`src/rtl/uart_tx_frame_pkg.sv`:
```
// Shared UART framing definitions: FSM state encodings, parity modes and the
// parity helper. The receive framer reuses these so both ends agree.
package uart_tx_frame_pkg;

  typedef enum logic [2:0] {
    IDLE  = 3'd0,
    START = 3'd1,
    DATA  = 3'd2,
    PAR   = 3'd3,
    STOP  = 3'd4
  } frame_state_t;

  localparam int PARITY_NONE = 0;
  localparam int PARITY_ODD  = 1;
  localparam int PARITY_EVEN = 2;

  // Data narrower than 8 bits is zero-extended by the caller, which leaves the
  // XOR reduction unchanged.
  function automatic logic calc_parity(input logic [7:0] data, input int mode);
    return (mode == PARITY_ODD) ? ~^data : ^data;
  endfunction

endpackage

```
`src/rtl/uart_tx_frame.sv`:
```
// UART transmit framer: takes one word over valid/ready, then shifts start,
// data (LSB first), optional parity and stop bits onto txd, moving one bit per
// baud_pulse. baud_en keeps the external pulse generator running for the frame.
module uart_tx_frame
  import uart_tx_frame_pkg::*;
#(
  parameter int DATA_BITS = 8,
  parameter int PARITY    = 0,
  parameter int STOP_BITS = 1
) (
  input  logic                 clk,
  input  logic                 rst_n,
  input  logic [DATA_BITS-1:0] tx_data,
  input  logic                 tx_valid,
  output logic                 tx_ready,
  input  logic                 baud_pulse,
  output logic                 baud_en,
  output logic                 txd,
  output logic                 tx_busy,
  output logic                 tx_done
);

  if (DATA_BITS < 5 || DATA_BITS > 8 || PARITY < 0 || PARITY > 2 ||
      STOP_BITS < 1 || STOP_BITS > 2) begin : g_bad_params
    $error("uart_tx_frame: illegal DATA_BITS/PARITY/STOP_BITS combination");
  end

  localparam logic [2:0] LAST_BIT  = 3'(DATA_BITS - 1);
  localparam logic       LAST_STOP = 1'(STOP_BITS - 1);

  frame_state_t         state_q, state_d;
  logic [DATA_BITS-1:0] shift_q, shift_d;
  logic                 par_q, par_d;
  logic [2:0]           bit_cnt_q, bit_cnt_d;
  logic                 stop_cnt_q, stop_cnt_d;
  logic                 txd_d, ready_d, baud_en_d, busy_d, done_d;
  logic                 pulse_ok;

  // A pulse only counts while the generator is enabled, so strays in IDLE are dropped.
  assign pulse_ok = baud_pulse & baud_en;

  // Next-state and next-output logic; every output is registered below.
  always_comb begin
    state_d    = state_q;
    shift_d    = shift_q;
    par_d      = par_q;
    bit_cnt_d  = bit_cnt_q;
    stop_cnt_d = stop_cnt_q;
    txd_d      = txd;
    ready_d    = tx_ready;
    baud_en_d  = baud_en;
    busy_d     = tx_busy;
    done_d     = 1'b0;
    case (state_q)
      IDLE: begin
        if (tx_valid && tx_ready) begin
          shift_d   = tx_data;
          par_d     = calc_parity(8'(tx_data), PARITY);
          bit_cnt_d = 3'd0;
          txd_d     = 1'b0;
          baud_en_d = 1'b1;
          ready_d   = 1'b0;
          busy_d    = 1'b1;
          state_d   = START;
        end
      end
      START: begin
        if (pulse_ok) begin
          txd_d   = shift_q[0];
          shift_d = shift_q >> 1;
          state_d = DATA;
        end
      end
      DATA: begin
        if (pulse_ok) begin
          if (bit_cnt_q == LAST_BIT) begin
            if (PARITY != PARITY_NONE) begin
              txd_d   = par_q;
              state_d = PAR;
            end else begin
              txd_d      = 1'b1;
              stop_cnt_d = 1'b0;
              state_d    = STOP;
            end
          end else begin
            bit_cnt_d = bit_cnt_q + 3'd1;
            txd_d     = shift_q[0];
            shift_d   = shift_q >> 1;
          end
        end
      end
      PAR: begin
        if (pulse_ok) begin
          txd_d      = 1'b1;
          stop_cnt_d = 1'b0;
          state_d    = STOP;
        end
      end
      STOP: begin
        if (pulse_ok) begin
          if (stop_cnt_q == LAST_STOP) begin
            baud_en_d = 1'b0;
            ready_d   = 1'b1;
            busy_d    = 1'b0;
            done_d    = 1'b1;
            state_d   = IDLE;
          end else begin
            stop_cnt_d = stop_cnt_q + 1'b1;
          end
        end
      end
      default: state_d = IDLE;
    endcase
  end

  // State, datapath and output registers; reset aborts any frame in progress.
  always_ff @(posedge clk) begin
    if (!rst_n) begin
      state_q    <= IDLE;
      shift_q    <= '0;
      par_q      <= 1'b0;
      bit_cnt_q  <= 3'd0;
      stop_cnt_q <= 1'b0;
      txd        <= 1'b1;
      tx_ready   <= 1'b1;
      baud_en    <= 1'b0;
      tx_busy    <= 1'b0;
      tx_done    <= 1'b0;
    end else begin
      state_q    <= state_d;
      shift_q    <= shift_d;
      par_q      <= par_d;
      bit_cnt_q  <= bit_cnt_d;
      stop_cnt_q <= stop_cnt_d;
      txd        <= txd_d;
      tx_ready   <= ready_d;
      baud_en    <= baud_en_d;
      tx_busy    <= busy_d;
      tx_done    <= done_d;
    end
  end

endmodule

```
`config.mk`:
```
export PLATFORM = sky130hd
export DESIGN_NAME = uart_tx_frame
export DESIGN_NICKNAME = d
export VERILOG_FILES = /design/src/rtl/uart_tx_frame_pkg.sv /design/src/rtl/uart_tx_frame.sv
export SDC_FILE = /design/constraint.sdc
export NUM_CORES = 1
export LEC_CHECK = 0
export CORE_MARGIN = 1
export CORE_UTILIZATION = 50
export CTS_BUF_LIST = sky130_fd_sc_hd__clkbuf_16
export DETAILED_ROUTE_END_ITERATION = 7
export PLACE_DENSITY = 0.76
export SLEW_MARGIN = 20
export SYNTH_ARGS = -nofsm -noshare
export SYNTH_HDL_FRONTEND = slang
export SYNTH_SLANG_ARGS = --single-unit
```
`constraint.sdc`:
```
create_clock -name clk -period 2 [get_ports clk]
set_input_delay 0.4 -clock clk [delete_from_list [all_inputs] [get_ports clk]]
set_output_delay 0.4 -clock clk [all_outputs]
set_load 0.05 [all_outputs]
```
==> results.yml <==
outcome:
  outcome: "finished, final reports clean"
synth:
  synth_top_family_by_area: "compound AO/OA/AOI/OAI gates"
  synthAdderAreaFrac_pct: 3.942
  synthFlopType: "dfxtp_1"
  synth_seq_cells: 18
  ys_seq_area_share_pct: 37.84
  yosys.cell_types.count: 31
  synthMuxAreaShare_pct: 10.51
  syn_area_per_cell_um2: 9.068
  synth_compound_area_share_pct: 20.89
  yosysTopAreaCell: "dfxtp_1"
  yosys_warnings: 0
  synth-simple-area-share_pct: 19.45
  synth-edff-count: 0
  yosys.area_share.xor_xnor_pct: 0.9198
  ys_async_sr_fraction_pct: 0
  synth_cells: 105
  syn_area_um2: 952.2
  syn-num-nets: 120
  synth_top_area_share_pct: 37.84
  ys_top_cells_by_area: "dfxtp_1 38%, mux2i_1 11%, nand2_1 5.5%"
route:
  ant_nets: 0
  drt-total-wl_um: 1775
  dr_wl_met3_um: 39
  wl_per_cell_um: 11.99
  first_pass_iters: 3
  post-route-drc-count: 0
  vias_per_cell: 5.270
  highest_layer: "met4"
  num_vias: 780
  wl_met1_um: 855
  drtIter0Drc: 4
  dr_wl_met2_um: 868
setup_path:
  critPathArrivalTime_ns: 1.49
  path_max_fanout: 6
  r2r_slack_ns: 0.30
  rr_endpoint: "shift_q[2]"
  critPathMaxStageDelay_ns: 0.83
  path_buf_inv: 1
  cp_slowest_cell: "clkdlybuf4s50_1"
  reg2reg_depth: 7
  cp_cell_sequence: "clkdlybuf4s50_1"
  start_kind: "flip-flop"
  cp-startpoint: "tx_busy"
  reg2reg_from: "bit_cnt_q[0]"
  end_kind: "primary output"
  cp_top_family: "buffers and inverters"
  critPathRequiredTime_ns: 1.60
  critical_path_depth: 1
  path_class: "flip-flop to primary output"
  crit_end: "baud_en"
sta:
  tightest_slew_ns: 0.4966
  finalCriticalPeriod_ns: 1.889
  skew_ns: 0.002663
  maxSlewHeadroom_pct: 66.79
  slew_viol_final: 0
  finalSetupViolCount: 0
  fin_crit_sh_pct: 94.46
  fin_setup_tns_ns: 0
  max_freq_mhz: 529.3
  rsz0062_at_grt: "false"
  finalHoldViolCount: 0
cells_and_area:
  regArea_um2: 360.3
  area_growth_pct: 28.12
  layout_common_cells: "18 x dfxtp_1, 15 x clkdlybuf4s50_1, 14 x nand2_1"
  fillers: 148
  multi_input_area_um2: 530.5
  drive_gt1_share_pct: 10.57
  final_common_cell: "dfxtp_1"
  finalNetCount: 139
  antenna_cells: 0
clock_tree:
  cts_setup_buffers: 0
  clock_tree.root_cell: "clkbuf_16"
  clkSinkCount: 18
  cts_max_path_buffers: 2
  insertion_delay_ns: 0.24
  numCtsBuffers: 3
  cts_hold_buffers: 0
  path_clk_slew_ns: 0.05
  cts_resized: 0
  cts_tree: "built"
  h-tree-depth: 1
global_routing:
  antenna_found_initial: 0
  grt_use_total_pct: 19.70
  grt_pass1_wl_um: 2932
  grt_start_max_net_pins: 16
  grt_pass1_vias: 724
  grt_overflow: 0
power_and_ir_drop:
  ir_drop_v: 0.0005633
  p_per_area_nw_per_um2: 879.7
  leakage_nw: 0.4732
  power_mw: 1.073
floorplanning:
  io_pins: 17
  die_h_um: 45.64
  rows: 15
  fp.dieW_um: 45.64
  dieArea_um2: 2083
  coreArea_um2: 1764
  start_util_pct: 53.97
min_path:
  hp-class: "flip-flop to flip-flop"
placed_design:
  gp_congestion: 0.7622
  io_buffers: 16
  place_hpwl_um: 1301
flow_run:
  maxCapViolCount: 0
[flip-flops by register name, indices dropped and copies added, names as in the netlist]
signal     flops
shift_q        8
bit_cnt_q      3
state_q        3
tx_busy        1
tx_done        1
tx_ready       1
txd            1
[worst min-delay path, cell delays in order (launching register included)]
cell and delay (ns):
dfxtp_1 0.31, nand2_1 0.05, mux2i_1 0.06
[kinds of logic (layout without fill, tap and decap cells)]
family / Yosys count / in the layout
flops: 18 / 18
mux: 10 / 10
xor+xnor: 1 / 1
simple gates: 39 / 39
fa+ha+maj: 3 / 3
compound gates: 24 / 24
buf+inv: 10 / 28
[cell usage after synthesis (2+ instances only)]
| library cell | n |
|---|---|
| a211oi_1 | 5 |
| a211oi_2 | 3 |
| nand2b_1 | 3 |
| o21a_1 | 2 |
| o21ai_0 | 2 |
| nor2_1 | 12 |
| nand2_1 | 14 |
| clkbuf_1 | 2 |
| mux2i_1 | 10 |
| buf_4 | 2 |
| ha_1 | 3 |
| buf_6 | 2 |
| a21oi_1 | 6 |
| nand3_1 | 2 |
| nor2b_1 | 2 |
| inv_1 | 3 |
| dfxtp_1 | 18 |
[cell type report]
type                            instances  area share, %
Clock inverter                          1         0.3077
Timing Repair Buffer                   21          17.03
Tap cell                               25          2.564
Clock buffer                            3          6.154
Sequential cell                        18          29.54
Multi-Input combinational cell         77          43.49
Inverter                                3         0.9231
[power breakdown]
part	internal, mW	switching [mW]	leakage (nW)
clock	0.265	0.126	0.0385
combinational	0.124	0.134	0.287
sequential	0.394	0.0302	0.148
[how the worst min path moves through the flow]
stage	from	end	slack, ns	depth (start not counted)
2_1_floorplan	bit_cnt_q[1]	bit_cnt_q[1]	0.44	2
3_3_place_gp	bit_cnt_q[1]	bit_cnt_q[1]	0.45	2
3_5_place_dp	bit_cnt_q[1]	bit_cnt_q[1]	0.47	2
4_1_cts	bit_cnt_q[1]	bit_cnt_q[1]	0.47	2
5_1_grt	bit_cnt_q[1]	bit_cnt_q[1]	0.50	2
6_report	bit_cnt_q[1]	bit_cnt_q[1]	0.47	2
[stage by stage]
| step | util (%) | worst slack [ns] | hold WS [ns] | cell area, um2 | cells |
|---|---|---|---|---|---|
| after detailed placement | 64.68 | 0.09201 | 0.4680 | 1141 | 144 |
| after global routing | 69.15 | 0.05474 | 0.4976 | 1220 | 148 |
| after global placement | 64.68 | 0.1208 | 0.4503 | 1141 | 144 |
| after CTS | 69.15 | 0.1059 | 0.4749 | 1220 | 148 |
| after floorplan | - | 0.1099 | 0.4417 | 952.2 | 105 |
| final | 69.15 | 0.1108 | 0.4650 | 1220 | 148 |
[layer usage]
| metal | track usage (%) | vias up |
|---|---|---|
| met5 | 0 | - |
| met4 | 7.273 | 0 |
| met3 | 3.571 | 2 |
| met2 | 33.14 | 11 |
| met1 | 24.88 | 363 |
| li1 | - | 404 |
(Power assumes the default switching activity.)
